### src/rtl/fp_add_sub_pipe.sv
// fp_add_sub_pipe: three-stage pipelined floating-point adder/subtractor.
// Truncating arithmetic, subnormal operands flushed to zero, Inf/NaN operands and
// exponent overflow reported through exception with a zero result.
module fp_add_sub_pipe #(
  parameter int unsigned EXP_W = 8,
  parameter int unsigned MAN_W = 23,
  localparam int unsigned W = 1 + EXP_W + MAN_W
) (
  input  logic         clk,
  input  logic         reset,
  input  logic         in_valid,
  output logic         in_ready,
  input  logic         op,
  input  logic [W-1:0] a,
  input  logic [W-1:0] b,
  output logic         out_valid,
  input  logic         out_ready,
  output logic [W-1:0] res,
  output logic         exception
);

  // Mantissa datapath: carry bit, hidden bit, stored fraction.
  localparam int unsigned DpW = MAN_W + 2;
  localparam int unsigned ShW = $clog2(DpW);
  // Exponent math needs headroom for the carry increment and a negative underflow.
  localparam int unsigned ExW = EXP_W + 2;
  localparam logic [EXP_W-1:0] ExpMax = '1;

  logic advance;

  // Stage 1 signals.
  logic             sign_a, sign_b, zero_a, zero_b, inf_any, a_larger;
  logic [EXP_W-1:0] exp_a, exp_b, exp_l, exp_s, exp_diff;
  logic [MAN_W-1:0] man_a, man_b;
  logic [DpW-1:0]   mant_l, mant_s, mant_s_al;

  logic             s1_valid_q, s1_sign_q, s1_sub_q, s1_inf_q;
  logic [EXP_W-1:0] s1_exp_q;
  logic [DpW-1:0]   s1_mant_l_q, s1_mant_s_q;

  // Stage 2 signals.
  logic [DpW-1:0]   sum_d;
  logic             s2_valid_q, s2_sign_q, s2_inf_q;
  logic [EXP_W-1:0] s2_exp_q;
  logic [DpW-1:0]   s2_sum_q;

  // Stage 3 signals.
  logic [ShW-1:0]   lz;
  logic [ExW-1:0]   exp_n;
  logic [DpW-1:0]   man_n;
  logic [W-1:0]     res_d;
  logic             exc_d;
  logic             out_valid_q, exc_q;
  logic [W-1:0]     res_q;

  // Global stall: the whole pipe moves only when the output slot can drain.
  assign advance  = !out_valid_q || out_ready;
  assign in_ready = advance;

  // Unpack, fold op into b's sign, order by magnitude and align the smaller operand.
  always_comb begin
    sign_a   = a[W-1];
    sign_b   = b[W-1] ^ op;
    exp_a    = a[W-2 -: EXP_W];
    exp_b    = b[W-2 -: EXP_W];
    zero_a   = (exp_a == '0);
    zero_b   = (exp_b == '0);
    inf_any  = (exp_a == ExpMax) || (exp_b == ExpMax);
    man_a    = zero_a ? '0 : a[MAN_W-1:0];
    man_b    = zero_b ? '0 : b[MAN_W-1:0];
    a_larger = ({exp_a, man_a} >= {exp_b, man_b});
    if (a_larger) begin
      exp_l  = exp_a;
      exp_s  = exp_b;
      mant_l = {1'b0, ~zero_a, man_a};
      mant_s = {1'b0, ~zero_b, man_b};
    end else begin
      exp_l  = exp_b;
      exp_s  = exp_a;
      mant_l = {1'b0, ~zero_b, man_b};
      mant_s = {1'b0, ~zero_a, man_a};
    end
    exp_diff  = exp_l - exp_s;
    mant_s_al = (32'(exp_diff) >= DpW) ? '0 : (mant_s >> exp_diff);
  end

  // Stage 1 register: ordered, aligned operand pair.
  always_ff @(posedge clk) begin
    if (reset) begin
      s1_valid_q  <= 1'b0;
      s1_sign_q   <= 1'b0;
      s1_sub_q    <= 1'b0;
      s1_inf_q    <= 1'b0;
      s1_exp_q    <= '0;
      s1_mant_l_q <= '0;
      s1_mant_s_q <= '0;
    end else if (advance) begin
      s1_valid_q  <= in_valid;
      s1_sign_q   <= a_larger ? sign_a : sign_b;
      s1_sub_q    <= sign_a ^ sign_b;
      s1_inf_q    <= inf_any;
      s1_exp_q    <= exp_l;
      s1_mant_l_q <= mant_l;
      s1_mant_s_q <= mant_s_al;
    end
  end

  // Larger magnitude is first, so the difference never goes negative.
  assign sum_d = s1_sub_q ? (s1_mant_l_q - s1_mant_s_q) : (s1_mant_l_q + s1_mant_s_q);

  // Stage 2 register: raw mantissa sum with the larger operand's exponent and sign.
  always_ff @(posedge clk) begin
    if (reset) begin
      s2_valid_q <= 1'b0;
      s2_sign_q  <= 1'b0;
      s2_inf_q   <= 1'b0;
      s2_exp_q   <= '0;
      s2_sum_q   <= '0;
    end else if (advance) begin
      s2_valid_q <= s1_valid_q;
      s2_sign_q  <= s1_sign_q;
      s2_inf_q   <= s1_inf_q;
      s2_exp_q   <= s1_exp_q;
      s2_sum_q   <= sum_d;
    end
  end

  // Normalise, range-check the exponent and pack the result word.
  always_comb begin
    lz = '0;
    // Highest set bit below the carry position wins.
    for (int i = 0; i < DpW - 1; i++) begin
      if (s2_sum_q[i]) lz = ShW'(DpW - 2 - i);
    end
    if (s2_sum_q[DpW-1]) begin
      man_n = s2_sum_q >> 1;
      exp_n = ExW'(s2_exp_q) + ExW'(1'b1);
    end else begin
      man_n = s2_sum_q << lz;
      exp_n = ExW'(s2_exp_q) - ExW'(lz);
    end
    res_d = '0;
    exc_d = 1'b0;
    if (s2_inf_q) begin
      exc_d = 1'b1;
    end else if (s2_sum_q == '0) begin
      exc_d = 1'b0;
    end else if (!exp_n[ExW-1] && (exp_n >= ExW'(ExpMax))) begin
      exc_d = 1'b1;
    end else if (exp_n[ExW-1] || (exp_n == '0)) begin
      exc_d = 1'b0;
    end else begin
      res_d = {s2_sign_q, exp_n[EXP_W-1:0], man_n[MAN_W-1:0]};
    end
  end

  // Output register: holds steady while downstream stalls.
  always_ff @(posedge clk) begin
    if (reset) begin
      out_valid_q <= 1'b0;
      res_q       <= '0;
      exc_q       <= 1'b0;
    end else if (advance) begin
      out_valid_q <= s2_valid_q;
      res_q       <= res_d;
      exc_q       <= exc_d;
    end
  end

  assign out_valid = out_valid_q;
  assign res       = res_q;
  assign exception = exc_q;

endmodule

### config.mk
export PLATFORM = sky130hd
export DESIGN_NAME = fp_add_sub_pipe
export DESIGN_NICKNAME = d
export VERILOG_FILES = /design/src/rtl/fp_add_sub_pipe.sv
export SDC_FILE = /design/constraint.sdc
export NUM_CORES = 1
export LEC_CHECK = 0
export ABC_CLOCK_PERIOD_IN_PS = 6500
export BUFFER_PORTS_ARGS = -buffer_cell sky130_fd_sc_hd__buf_2
export CAP_MARGIN = 10
export CORE_UTILIZATION = 60
export CTS_CLUSTER_DIAMETER = 50
export DETAILED_ROUTE_END_ITERATION = 7
export PLACE_DENSITY = 0.81
export SLEW_MARGIN = 20
export SYNTH_ARGS = -nofsm -noshare
export SYNTH_HDL_FRONTEND = slang
export SYNTH_SLANG_ARGS = --single-unit
### constraint.sdc
create_clock -name clk -period 6.5 [get_ports clk]
set_input_delay 0.65 -clock clk [delete_from_list [all_inputs] [get_ports clk]]
set_output_delay 0.65 -clock clk [all_outputs]
set_load 0.01 [all_outputs]
### After elaboration in Yosys (flattened, before gate mapping)

Cells that the tools add are included.

* $lt $le $gt $ge: 3
* eq/ne operators: 2
* mux-type cells: 42
* shift operators: 2
* reduce and logical (&&, ||, !) cells: 10
* bitwise gates (word level): 4
* add/sub/neg operators: 5

Operator list (count)
* $mux W32: 4
* $mux W5: 24
* $mux W23: 3
* $mux W25: 2
* $mux W24: 2
* $ge A31 B31 Y1: 1
* $add A25 B25 Y25: 1
* $logic_not A25 Y1: 1
* $shl A25 B5 Y23: 1
* $shr A25 B8 Y25: 1
* $sub A25 B25 Y25: 1
* $eq A8 B8 Y1 const B: 2
* $logic_not A8 Y1: 2
* $mux W8: 2
* $ge A10 B8 Y1 const B: 1
* $logic_not A10 Y1: 1
* $mux W10: 1
* $add A8 B1 Y9 const B: 1
* $sub A8 B5 Y9: 1
* $ge A8 B5 Y1 const B: 1
* $sub A8 B8 Y8: 1
* $mux W1: 4
* $logic_or A1 B1 Y1: 3
* $logic_not A1 Y1: 2
* 3 further kinds: 5

* input port bits: 69
* flip-flop bits (word level): 132
* word-level logic and storage cells: 83
* output and inout port bits: 35

### Depth between registers and ports, before layout

Gate-level depths: netlist of run 1.

* word-level depth: 32
* mapped depth: 25
* gate-level depth less buffers: 20

### Worst setup path after synthesis of run 1

No wires, ideal clock.

* path type: in2reg
* start point: input port a[27]
* end point: register s1_mant_s_q[7]
* data required time: 6.379 ns
* library setup time: 0.121 ns
* stages: 23
* arrival time: 5.437 ns
* path buffers: 5
* slack: 0.942 ns
* cells stage by stage: nor4_1 nand2_1 clkbuf_1 nand2_1 inv_1 ha_1 and4_1 nand3_1 nor4_2 a211oi_1 o21ai_1 buf_4 clkbuf_1 clkbuf_1 nor2_1 a21oi_1 ha_1 clkbuf_1 inv_2 mux4_2 mux4_2 and3_1 a2bb2oi_1

* word-level cells in the longest chain between the ends: 7
* elaborated cells between the ends (all ways): 11
* those cells by class: 1 x add/sub; 2 x order compare; 1 x shift; 5 x mux; 1 x bitwise; 1 x reduce/logical

RTL lines
* start: declaration: line 14 `input logic [W-1:0] a,`
* $logic_not A8 Y1: line 66 `zero_a = (exp_a == '0);`
* $mux W23: line 69 `man_a = zero_a ? '0 : a[MAN_W-1:0];`
* $ge A31 B31 Y1: line 71 `a_larger = ({exp_a, man_a} >= {exp_b, man_b});`
* $mux W8: line 72 `if (a_larger) begin`
* $sub A8 B8 Y8: line 83 `exp_diff = exp_l - exp_s;`
* $shr A25 B8 Y25 / $ge A8 B5 Y1 (equally long branches): line 84 `mant_s_al = (32'(exp_diff) >= DpW) ? '0 : (mant_s >> exp_diff);`
* $mux W25 *: line 84
* end signal: assignment: line 104 `s1_mant_s_q <= mant_s_al;`
* end: declaration: line 39 `logic [DpW-1:0] s1_mant_l_q, s1_mant_s_q;`

Every way passes the cells marked *; elsewhere a longest branch is shown, timed or not.
A chain may end at the register's enable or synchronous reset.

### Worst setup path in the final report of run 1

* start point: input port b[24]
* end point: register s1_mant_s_q[0]

* word-level cells in the longest chain between the ends: 7
* elaborated cells between the ends (all ways): 11
* those cells by class: 1 x add/sub; 2 x order compare; 1 x shift; 5 x mux; 1 x bitwise; 1 x reduce/logical

RTL lines
* start: declaration: line 15 `input logic [W-1:0] b,`
* $logic_not A8 Y1: line 67 `zero_b = (exp_b == '0);`
* $mux W23: line 70 `man_b = zero_b ? '0 : b[MAN_W-1:0];`
* $ge A31 B31 Y1: line 71
* $mux W8: line 72
* $sub A8 B8 Y8: line 83
* $shr A25 B8 Y25 / $ge A8 B5 Y1 (equally long branches): line 84
* $mux W25 *: line 84

Marks and branches as above.

==> flow_metrics.py, run 1 <==
metrics = {
    "route": {
        "initialDrtViolationCount": 967,
        "wl_met1_mm": 13.3,
        "drtPass1Iterations": 5,
        "via_per_inst": 6.33,
        "dr_wl_met3_mm": 1.92,
        "num_vias": 10900,
        "routed_wl_mm": 30.8,
        "wl_per_cell_um": 18.0,
        "ant_nets": 0,
        "drc": 0,
        "highest_layer": "met4",
        "met2_length_mm": 14.4,
    },
    "floorplan": {
        "die_w_um": 137,
        "dieArea_mm2": 0.0189,
        "row_count": 49,
        "die_height_um": 137,
        "initial_utilization_pct": 61.2,
        "ios": 104,
        "core_area_mm2": 0.0180,
    },
    "clock_tree": {
        "clk_latency_ps": 420,
        "cts_setup_buffers": 0,
        "hold_buffers": 0,
        "root_buffer": "clkbuf_16",
        "cts_resized": 0,
        "cts_buffers": 17,
        "clock_path_buffers": 2,
        "cts_max_level": 4,
        "clock_sinks": 130,
        "cts_tree": "done",
        "path_clk_slew_ps": 60,
    },
    "sta": {
        "min_period_over_period_pct": 83.0,
        "fin_crit_ps": 5390,
        "hold_viol_final": 0,
        "slew_headroom_pct": 34.4,
        "fmax_mhz": 185,
        "rsz0062_at_grt": "no",
        "timing.hold.ws_ps": 454,
        "finalMaxSlewViolations": 0,
        "fin_worst_skew_ps": 10.6,
        "setup_violations": 0,
        "worst_slack_ps": 1110,
        "worstMarginPinSlew_ps": 977,
        "finalSetupTns_ps": 0,
    },
    "worst_setup_path": {
        "r2r_cells": 21,
        "cp-start-kind": "input pin",
        "timing.rr.start": "s2_sum_q[1]",
        "crit_type": "input pin to flip-flop",
        "cp.arrival_ps": 5720,
        "reg2reg_slack_ps": 1170,
        "required_ps": 6830,
        "r2r-end": "res[8]",
        "critPathCaptureType": "flip-flop",
        "crit_fanout": 21,
    },
    "pwr": {
        "power_mw": 5.00,
        "vdd_drop_max_uv": 286,
        "power_density_mw_per_mm2": 406,
        "leakagePower_nw": 5.40,
    },
    "logic_synthesis": {
        "synth_edf_count": 0,
        "ys.flop_type": "dfxtp_1",
        "syn-num-nets": 1557,
        "yosys_warnings": 0,
        "synth_area_per_cell_um2": 7.73,
        "synthDistinctLibCells": 82,
        "postSynth.asyncResetShare_pct": 0,
        "synth_seq_cells": 130,
        "synthCells": 1422,
        "netlist_area_mm2": 0.0110,
        "seq_area_frac_synth_pct": 23.7,
    },
    "placed_design": {
        "port-buffer-count": 103,
        "placed_cells": 1685,
        "dp_hpwl_mm": 22.8,
        "gp_congestion": 1.01,
        "post_dp_cell_area_mm2": 0.0116,
        "pre_cts_slack_ps": 691,
    },
    "finish": {
        "final_area_mm2": 0.0123,
        "layout-drive-gt1-share_pct": 14.8,
        "final_cells": 1717,
        "antenna_cells": 0,
        "mostFrequentLayoutCell": "nand2_1",
        "fin_util_pct": 68.4,
        "final_cell_mix": "nand2_1 (200), nor2_1 (155), dfxtp_1 (130)",
        "area_delta_synth_final_pct": 11.8,
        "fin_nets": 1610,
        "fillers": 1534,
    },
    "status": {
        "outcome": "finished clean",
    },
    "min_path": {
        "min_path_type": "flip-flop to flip-flop",
        "whs_path_depth": 2,
        "hold-path-endpoint": "s2_sign_q",
        "min-delay-start": "s2_sign_q",
    },
    "global_routing": {
        "grt_max_degree": 88,
        "overflow": 0,
        "antenna_found_initial": 0,
        "grt_pass1_wl_mm": 49.8,
        "track_usage_pct": 33.3,
        "grt_pass1_vias": 9988,
    },
    "job": {
        "maxCapViolCount": 0,
    },
}
-- logic make-up (layout without fill, tap and decap cells) --
family,Yosys count,in the layout,share of synthesized area (%)
AO/OA/AOI/OAI,385,385,23.4
XOR/XNOR,55,55,4.52
adder cells (fa/ha/maj),66,66,7.65
buffers and inverters,159,225,5.80
flip-flops,130,130,23.7
multiplexers,125,125,14.6
AND/OR/NAND/NOR,502,502,20.3
-- synth_stat cells, types with 6 or more instances --
| cell | n | area share (%) |
|---|---|---|
| o21ai_1 | 9 | 0.41 |
| mux4_2 | 23 | 4.7 |
| nand4_1 | 15 | 0.85 |
| buf_2 | 9 | 0.41 |
| clkbuf_1 | 68 | 2.3 |
| inv_1 | 64 | 2.2 |
| o211ai_1 | 16 | 1.1 |
| a21oi_1 | 124 | 5.6 |
| a32oi_1 | 6 | 0.48 |
| nor4_1 | 17 | 0.97 |
| and3_1 | 7 | 0.40 |
| or3_1 | 8 | 0.46 |
| mux2i_1 | 85 | 7.7 |
| xor2_1 | 12 | 0.96 |
| a22oi_1 | 19 | 1.3 |
| nor2b_1 | 11 | 0.63 |
| xnor2_1 | 41 | 3.3 |
| nand3_1 | 24 | 1.1 |
| a31oi_1 | 12 | 0.68 |
| ha_1 | 64 | 7.3 |
| nor3_1 | 25 | 1.1 |
| a32o_1 | 10 | 0.91 |
| mux2_2 | 13 | 1.3 |
| a311oi_1 | 9 | 0.72 |
| a21o_1 | 10 | 0.68 |
| nor2_1 | 156 | 5.3 |
| o21ai_0 | 44 | 2.0 |
| a211oi_1 | 42 | 2.9 |
| and2_1 | 12 | 0.68 |
| o31ai_1 | 9 | 0.61 |
| o21a_1 | 12 | 0.82 |
| dfxtp_1 | 130 | 24 |
| nand2_1 | 200 | 6.8 |
| a22o_1 | 13 | 1.0 |
| a2bb2oi_1 | 6 | 0.48 |
| buf_1 | 9 | 0.31 |
-- layout make-up --
class | count | area [um2] | share of cell area, %
Multi-Input combinational cell | 1133 | 7790 | 63.4
Sequential cell | 130 | 2600 | 21.2
Timing Repair Buffer | 125 | 706 | 5.74
Clock buffer | 22 | 484 | 3.94
Tap cell | 229 | 287 | 2.33
Inverter | 68 | 255 | 2.08
Clock inverter | 10 | 171 | 1.39
-- sequential cells by signal, summed over array words and instances (netlist names) --
signal and cells:
out_valid 1, s2_exp_q 8, s1_sign_q 1, res 32
s1_valid_q 1, s1_exp_q 8, s1_sub_q 1, s1_mant_s_q 24
s2_inf_q 1, s2_valid_q 1, s1_inf_q 1, s2_sum_q 25
s1_mant_l_q 24, s2_sign_q 1, exception 1
-- per-layer routing --
metal	track usage, %	vias to the layer above
met3	4.64	92
met2	54.6	470
met5	0	-
li1	-	5281
met4	15.6	0
met1	43.0	5018
-- power breakdown --
part           switching (mW)  internal, mW  leakage (nW)
logic                    1.63          1.20          4.02
clock network           0.367         0.688         0.318
registers               0.178         0.939          1.07
-- worst max-delay path by stage --
stage	depth (start not counted)	end	slack, ps	from
floorplan	23	s1_mant_s_q[7]	940	a[27]
global placement	19	s1_mant_s_q[0]	760	b[24]
detailed placement	19	s1_mant_s_q[0]	690	b[24]
CTS	19	s1_mant_s_q[0]	1140	b[24]
global route	20	s1_mant_s_q[0]	700	b[24]
finish	20	s1_mant_s_q[0]	1110	b[24]
-- critical path, cell delays in order --
cell and delay, ps:
buf_2 120, nor4_1 310, nand2_1 490, buf_4 340
nand2_1 150, ha_1 300, a21oi_1 160, o21a_1 170
o22ai_1 100, a211oi_1 510, o21ai_4 100, nor2_1 130
a21oi_1 60, ha_1 580, mux4_2 600, mux2i_1 300
mux2i_1 150, nor2_1 130, o211ai_1 120, a221oi_1 240
Power figures use the tool's default switching activity.
==> run 2: changes to the inputs <==
--- a/config.mk
+++ b/config.mk
@@ -5,7 +5,7 @@
 export SDC_FILE = /design/constraint.sdc
 export NUM_CORES = 1
 export LEC_CHECK = 0
-export ABC_CLOCK_PERIOD_IN_PS = 6500
+export ABC_CLOCK_PERIOD_IN_PS = 5300
 export BUFFER_PORTS_ARGS = -buffer_cell sky130_fd_sc_hd__buf_2
 export CAP_MARGIN = 10
 export CORE_UTILIZATION = 60
==> constraint.sdc (replaced) <==
create_clock -name clk -period 5.3 [get_ports clk]
set_input_delay 0.53 -clock clk [delete_from_list [all_inputs] [get_ports clk]]
set_output_delay 0.53 -clock clk [all_outputs]
set_load 0.01 [all_outputs]
==> flow_metrics.py, run 2 (synthesis gave the netlist of run 1 again) <==
metrics = {
    "sta": {
        "rsz0062_at_grt": "no",
        "worst_slack_ps": 451,
        "min_period_over_period_pct": 91.5,
        "hold_viol_final": 0,
        "slew_headroom_pct": 43.3,
        "fin_crit_ps": 4850,
        "finalSetupTns_ps": 0,
        "timing.hold.ws_ps": 349,
        "worstMarginPinSlew_ps": 851,
        "fmax_mhz": 206,
        "setup_violations": 0,
        "fin_worst_skew_ps": 11.0,
        "finalMaxSlewViolations": 0,
    },
    "global_routing": {
        "overflow": 0,
        "grt_max_degree": 68,
        "antenna_found_initial": 0,
        "grt_pass1_wl_mm": 49.0,
        "grt_pass1_vias": 9802,
        "track_usage_pct": 32.7,
    },
    "clock_tree": {
        "clock_path_buffers": 2,
        "cts_setup_buffers": 0,
        "cts_max_level": 4,
        "clk_latency_ps": 420,
        "clock_sinks": 130,
        "cts_buffers": 17,
        "root_buffer": "clkbuf_16",
        "path_clk_slew_ps": 60,
        "cts_tree": "done",
    },
    "pwr": {
        "pwr-share-comb_pct": 58.5,
        "p_clk_share_pct": 18.5,
        "p_int_mw": 3.32,
        "p_sw_mw": 2.66,
        "p_sw_share_pct": 44.4,
        "p_seq_share_pct": 23.0,
        "power_mw": 5.98,
        "leakagePower_nw": 5.42,
        "vdd_drop_max_uv": 313,
        "power_density_mw_per_mm2": 486,
    },
    "placed_design": {
        "gp_congestion": 0.970,
        "post_dp_cell_area_mm2": 0.0117,
        "port-buffer-count": 103,
        "dp_hpwl_mm": 22.9,
        "pre_cts_slack_ps": 87.0,
    },
    "route": {
        "drc": 0,
        "drtPass1Iterations": 6,
        "routed_wl_mm": 30.3,
        "via_per_inst": 6.31,
        "num_vias": 10900,
        "initialDrtViolationCount": 947,
        "wl_per_cell_um": 17.5,
        "ant_nets": 0,
    },
    "floorplan": {
        "initial_utilization_pct": 61.2,
        "die_height_um": 137,
        "row_count": 49,
        "core_area_mm2": 0.0180,
        "ios": 104,
        "die_w_um": 137,
        "dieArea_mm2": 0.0189,
    },
    "finish": {
        "antenna_cells": 0,
        "largest_reg_flops": 32,
        "final_cell_mix": "nand2_1 (200), nor2_1 (155), dfxtp_1 (130)",
        "layout-drive-gt1-share_pct": 15.6,
        "fin_nets": 1624,
        "final_area_mm2": 0.0123,
        "mostFrequentLayoutCell": "nand2_1",
        "area_delta_synth_final_pct": 11.9,
    },
    "min_path": {
        "whs_path_depth": 3,
        "min_path_type": "input pin to flip-flop",
    },
    "worst_setup_path": {
        "cp.arrival_ps": 5170,
        "cp-start-kind": "input pin",
        "required_ps": 5620,
        "crit_fanout": 25,
        "crit_type": "input pin to flip-flop",
        "r2r_cells": 21,
        "critPathCaptureType": "flip-flop",
    },
    "job": {
        "maxCapViolCount": 0,
    },
    "status": {
        "outcome": "finished clean",
    },
}
## run 2: per-stage QoR
step,util [%],cells
after floorplan,-,1422
after global placement,65.4,1699
after detailed placement,65.4,1699
after CTS,68.5,1730
after global routing,68.5,1730
final,68.5,1730
## run 2: area by class of cell
cell class                 instances  area (um2)
fill                            1519        5660
inverter                          68         255
timing repair buffer             139         811
tap                              229         287
clock inverter                    12         109
multi-input combinational       1133        7790
clock buffer                      19         453
sequential                       130        2600
## run 2: critical path: stages
cell	delay [ps]
buf_2	140
nor4_1	280
nand2_1	110
buf_4	230
nand2_1	160
inv_1	80
ha_1	310
a211oi_1	200
o21ai_0	140
a211o_1	300
a211oi_1	180
buf_4	180
o21ai_4	60
nor2_1	120
a21oi_1	50
ha_1	540
mux4_2	570
mux2i_1	320
mux2i_1	160
nor2_1	120
o211ai_1	100
a221oi_1	260
## run 2: path summary, 6_finish.rpt
path | startpoint | to | slack [ps]
worst min-delay path | in_valid | s1_valid_q | 350
worst max register to register | s2_sum_q[1] | res[22] | 500
worst max-delay path | a[28] | s1_mant_s_q[0] | 450
worst min register to register | res[7] | res[7] | 450
## run 2: power groups by stage
stage	logic, mW	clock network (mW)	registers [mW]
floorplan	2.67	0	1.30
global placement	3.37	0	1.38
detailed placement	3.41	0	1.38
CTS	3.44	1.12	1.37
global route	3.81	1.16	1.40
finish	3.49	1.11	1.38
## run 2: layer usage
layer  share of wire [%]  routed length [um]  global-route usage (%)
met5                   0                   0                       0
met4                 3.2                 964                    12.9
met3                 5.5                1660                    3.83
met2                  47               14300                    55.2
met1                  44               13400                    42.3
## run 2: repair_timing
item                       in CTS  in global routing
setup endpoints to repair       0                  7
hold endpoints to repair        0                  0
hold buffers                    0                  0
gates resized for setup         0                  1
==> run 3: changes to the inputs <==
==> constraint.sdc (replaced) <==
create_clock -name clk -period 5.3 [get_ports clk]
set_input_delay 0 -clock clk [delete_from_list [all_inputs] [get_ports clk]]
set_output_delay 0 -clock clk [all_outputs]
set_load 0.01 [all_outputs]
==> flow_metrics.py, run 3 (synthesis gave the netlist of run 1 again) <==
metrics = {
    "status": {
        "outcome": "finished clean",
    },
    "finish": {
        "layout-drive-gt1-share_pct": 15.3,
        "largest_reg_flops": 32,
        "mostFrequentLayoutCell": "nand2_1",
        "final_cells": 1741,
        "fillers": 1529,
        "fin_nets": 1634,
        "final_cell_mix": "nand2_1 (199), nor2_1 (155), dfxtp_1 (130)",
        "area_delta_synth_final_pct": 13.0,
        "antenna_cells": 0,
    },
    "clock_tree": {
        "clock_path_buffers": 2,
        "clock_sinks": 130,
        "cts_buffers": 17,
        "cts_setup_buffers": 0,
        "path_clk_slew_ps": 60,
        "cts_tree": "done",
        "clk_latency_ps": 420,
        "cts_max_level": 4,
        "root_buffer": "clkbuf_16",
    },
    "floorplan": {
        "ios": 104,
        "row_count": 49,
        "initial_utilization_pct": 61.2,
        "die_w_um": 137,
        "die_height_um": 137,
        "core_area_mm2": 0.0180,
        "dieArea_mm2": 0.0189,
    },
    "worst_setup_path": {
        "path_cells": "nor2_1, o31ai_1, a211oi_1, o31ai_1, a211oi_1, o31ai_1, and2_1, clkinv_1, ha_1, nor2b_1, o21ai_0, a21boi_0, o21ai_0, nand3_1, a21oi_1, nor2b_1, o41a_1, and2_0, nand2_1, o21ai_0",
        "r2r_cells": 20,
        "cp.arrival_ps": 5240,
        "cp-start-kind": "flip-flop",
        "required_ps": 5600,
        "slowest_stage": "dfxtp_1",
        "crit_type": "flip-flop to flip-flop",
        "critPathCaptureType": "flip-flop",
        "reg2reg_slack_ps": 350,
        "r2r-end": "res[5]",
        "crit_fanout": 14,
        "cp_slowest_stage_delay_ps": 480,
        "timing.rr.start": "s2_sum_q[1]",
    },
    "route": {
        "ant_nets": 0,
        "num_vias": 11000,
        "routed_wl_mm": 31.2,
        "drtPass1Iterations": 5,
        "initialDrtViolationCount": 1151,
        "wl_per_cell_um": 17.9,
        "via_per_inst": 6.30,
        "drc": 0,
    },
    "sta": {
        "rsz0062_at_grt": "no",
        "fin_crit_ps": 4950,
        "fmax_mhz": 202,
        "min_period_over_period_pct": 93.3,
        "worst_slack_ps": 354,
        "setup_violations": 0,
        "finalMaxSlewViolations": 0,
        "slew_headroom_pct": 36.6,
        "worstMarginPinSlew_ps": 952,
        "hold_viol_final": 0,
        "finalSetupTns_ps": 0,
        "fin_worst_skew_ps": 8.50,
    },
    "pwr": {
        "vdd_drop_max_uv": 339,
        "leakagePower_nw": 5.47,
        "power_mw": 6.01,
        "p_sw_mw": 2.72,
        "p_clk_share_pct": 19.0,
        "power_density_mw_per_mm2": 484,
        "p_sw_share_pct": 45.2,
        "p_seq_share_pct": 22.8,
        "pwr-share-comb_pct": 58.2,
        "p_int_mw": 3.30,
    },
    "min_path": {
        "whs_path_depth": 5,
        "min-delay-start": "b[31]",
        "hold-path-endpoint": "s1_sub_q",
        "min_path_type": "input pin to flip-flop",
    },
    "global_routing": {
        "antenna_found_initial": 0,
        "track_usage_pct": 33.2,
        "overflow": 0,
        "grt_max_degree": 101,
        "grt_pass1_vias": 9994,
        "grt_pass1_wl_mm": 49.6,
    },
    "placed_design": {
        "pre_cts_slack_ps": 362,
        "port-buffer-count": 103,
        "placed_cells": 1691,
        "dp_hpwl_mm": 23.0,
        "gp_congestion": 0.952,
    },
    "job": {
        "maxCapViolCount": 0,
    },
}
run 3: layer usage:
layer,GRT usage (%),routed length (um),up-vias
met1,43.1,13700,5076
li1,-,-,5349
met2,55.6,14800,468
met4,12.6,852,0
met3,4.34,1860,68
met5,0,0,-
run 3: area by class of cell:
class	instances	area [um2]	area share (%)
multi-input cells	1133	7810	62.8
repair buffers	149	906	7.29
clock buffers	17	425	3.42
clock inverters	15	149	1.20
flip-flops and latches	130	2600	20.9
well taps	229	287	2.30
inverters	68	255	2.05
run 3: how the worst max path moves through the flow:
stage                start        endpoint  slack, ps  cells past startpoint
2_1_floorplan        a[27]  s1_mant_s_q[7]        390                     23
3_3_place_gp         a[24]  s1_mant_s_q[5]        360                     22
3_5_place_dp         a[24]  s1_mant_s_q[5]        360                     22
4_1_cts              b[24]  s1_mant_s_q[7]        240                     21
5_1_grt        s2_sum_q[1]          res[5]         30                     20
6_report       s2_sum_q[1]          res[5]        350                     20
run 3: worst max-delay path: cells and delay by family (launching register included):
kind,cells,cell delay (ps)
AOI/OAI and AO/OA,11,2330
and+or+nand+nor,7,1540
DFF,1,480
adders and majority gates,1,300
buffers and inverters,1,170
run 3: power by group through the flow:
stage	logic (mW)	clock network, mW	registers [mW]
after floorplan	2.67	0	1.30
after global placement	3.34	0	1.37
after detailed placement	3.38	0	1.38
after CTS	3.44	1.15	1.36
after global routing	3.81	1.19	1.39
final	3.50	1.14	1.37
run 3: stage by stage:
step                hold slack, ps  area [um2]  utilization, %
floorplan                      140       11000               -
global placement               244       11700            64.9
detailed placement             249       11700            64.9
CTS                           41.1       12400            69.1
global route                  72.6       12400            69.2
finish                        46.0       12400            69.2
run 3: what timing repair did:
action,in CTS,in global routing
endpoints found under the setup margin,0,32
hold buffers,18,0
gates resized for setup,0,4
hold endpoints to repair,23,0
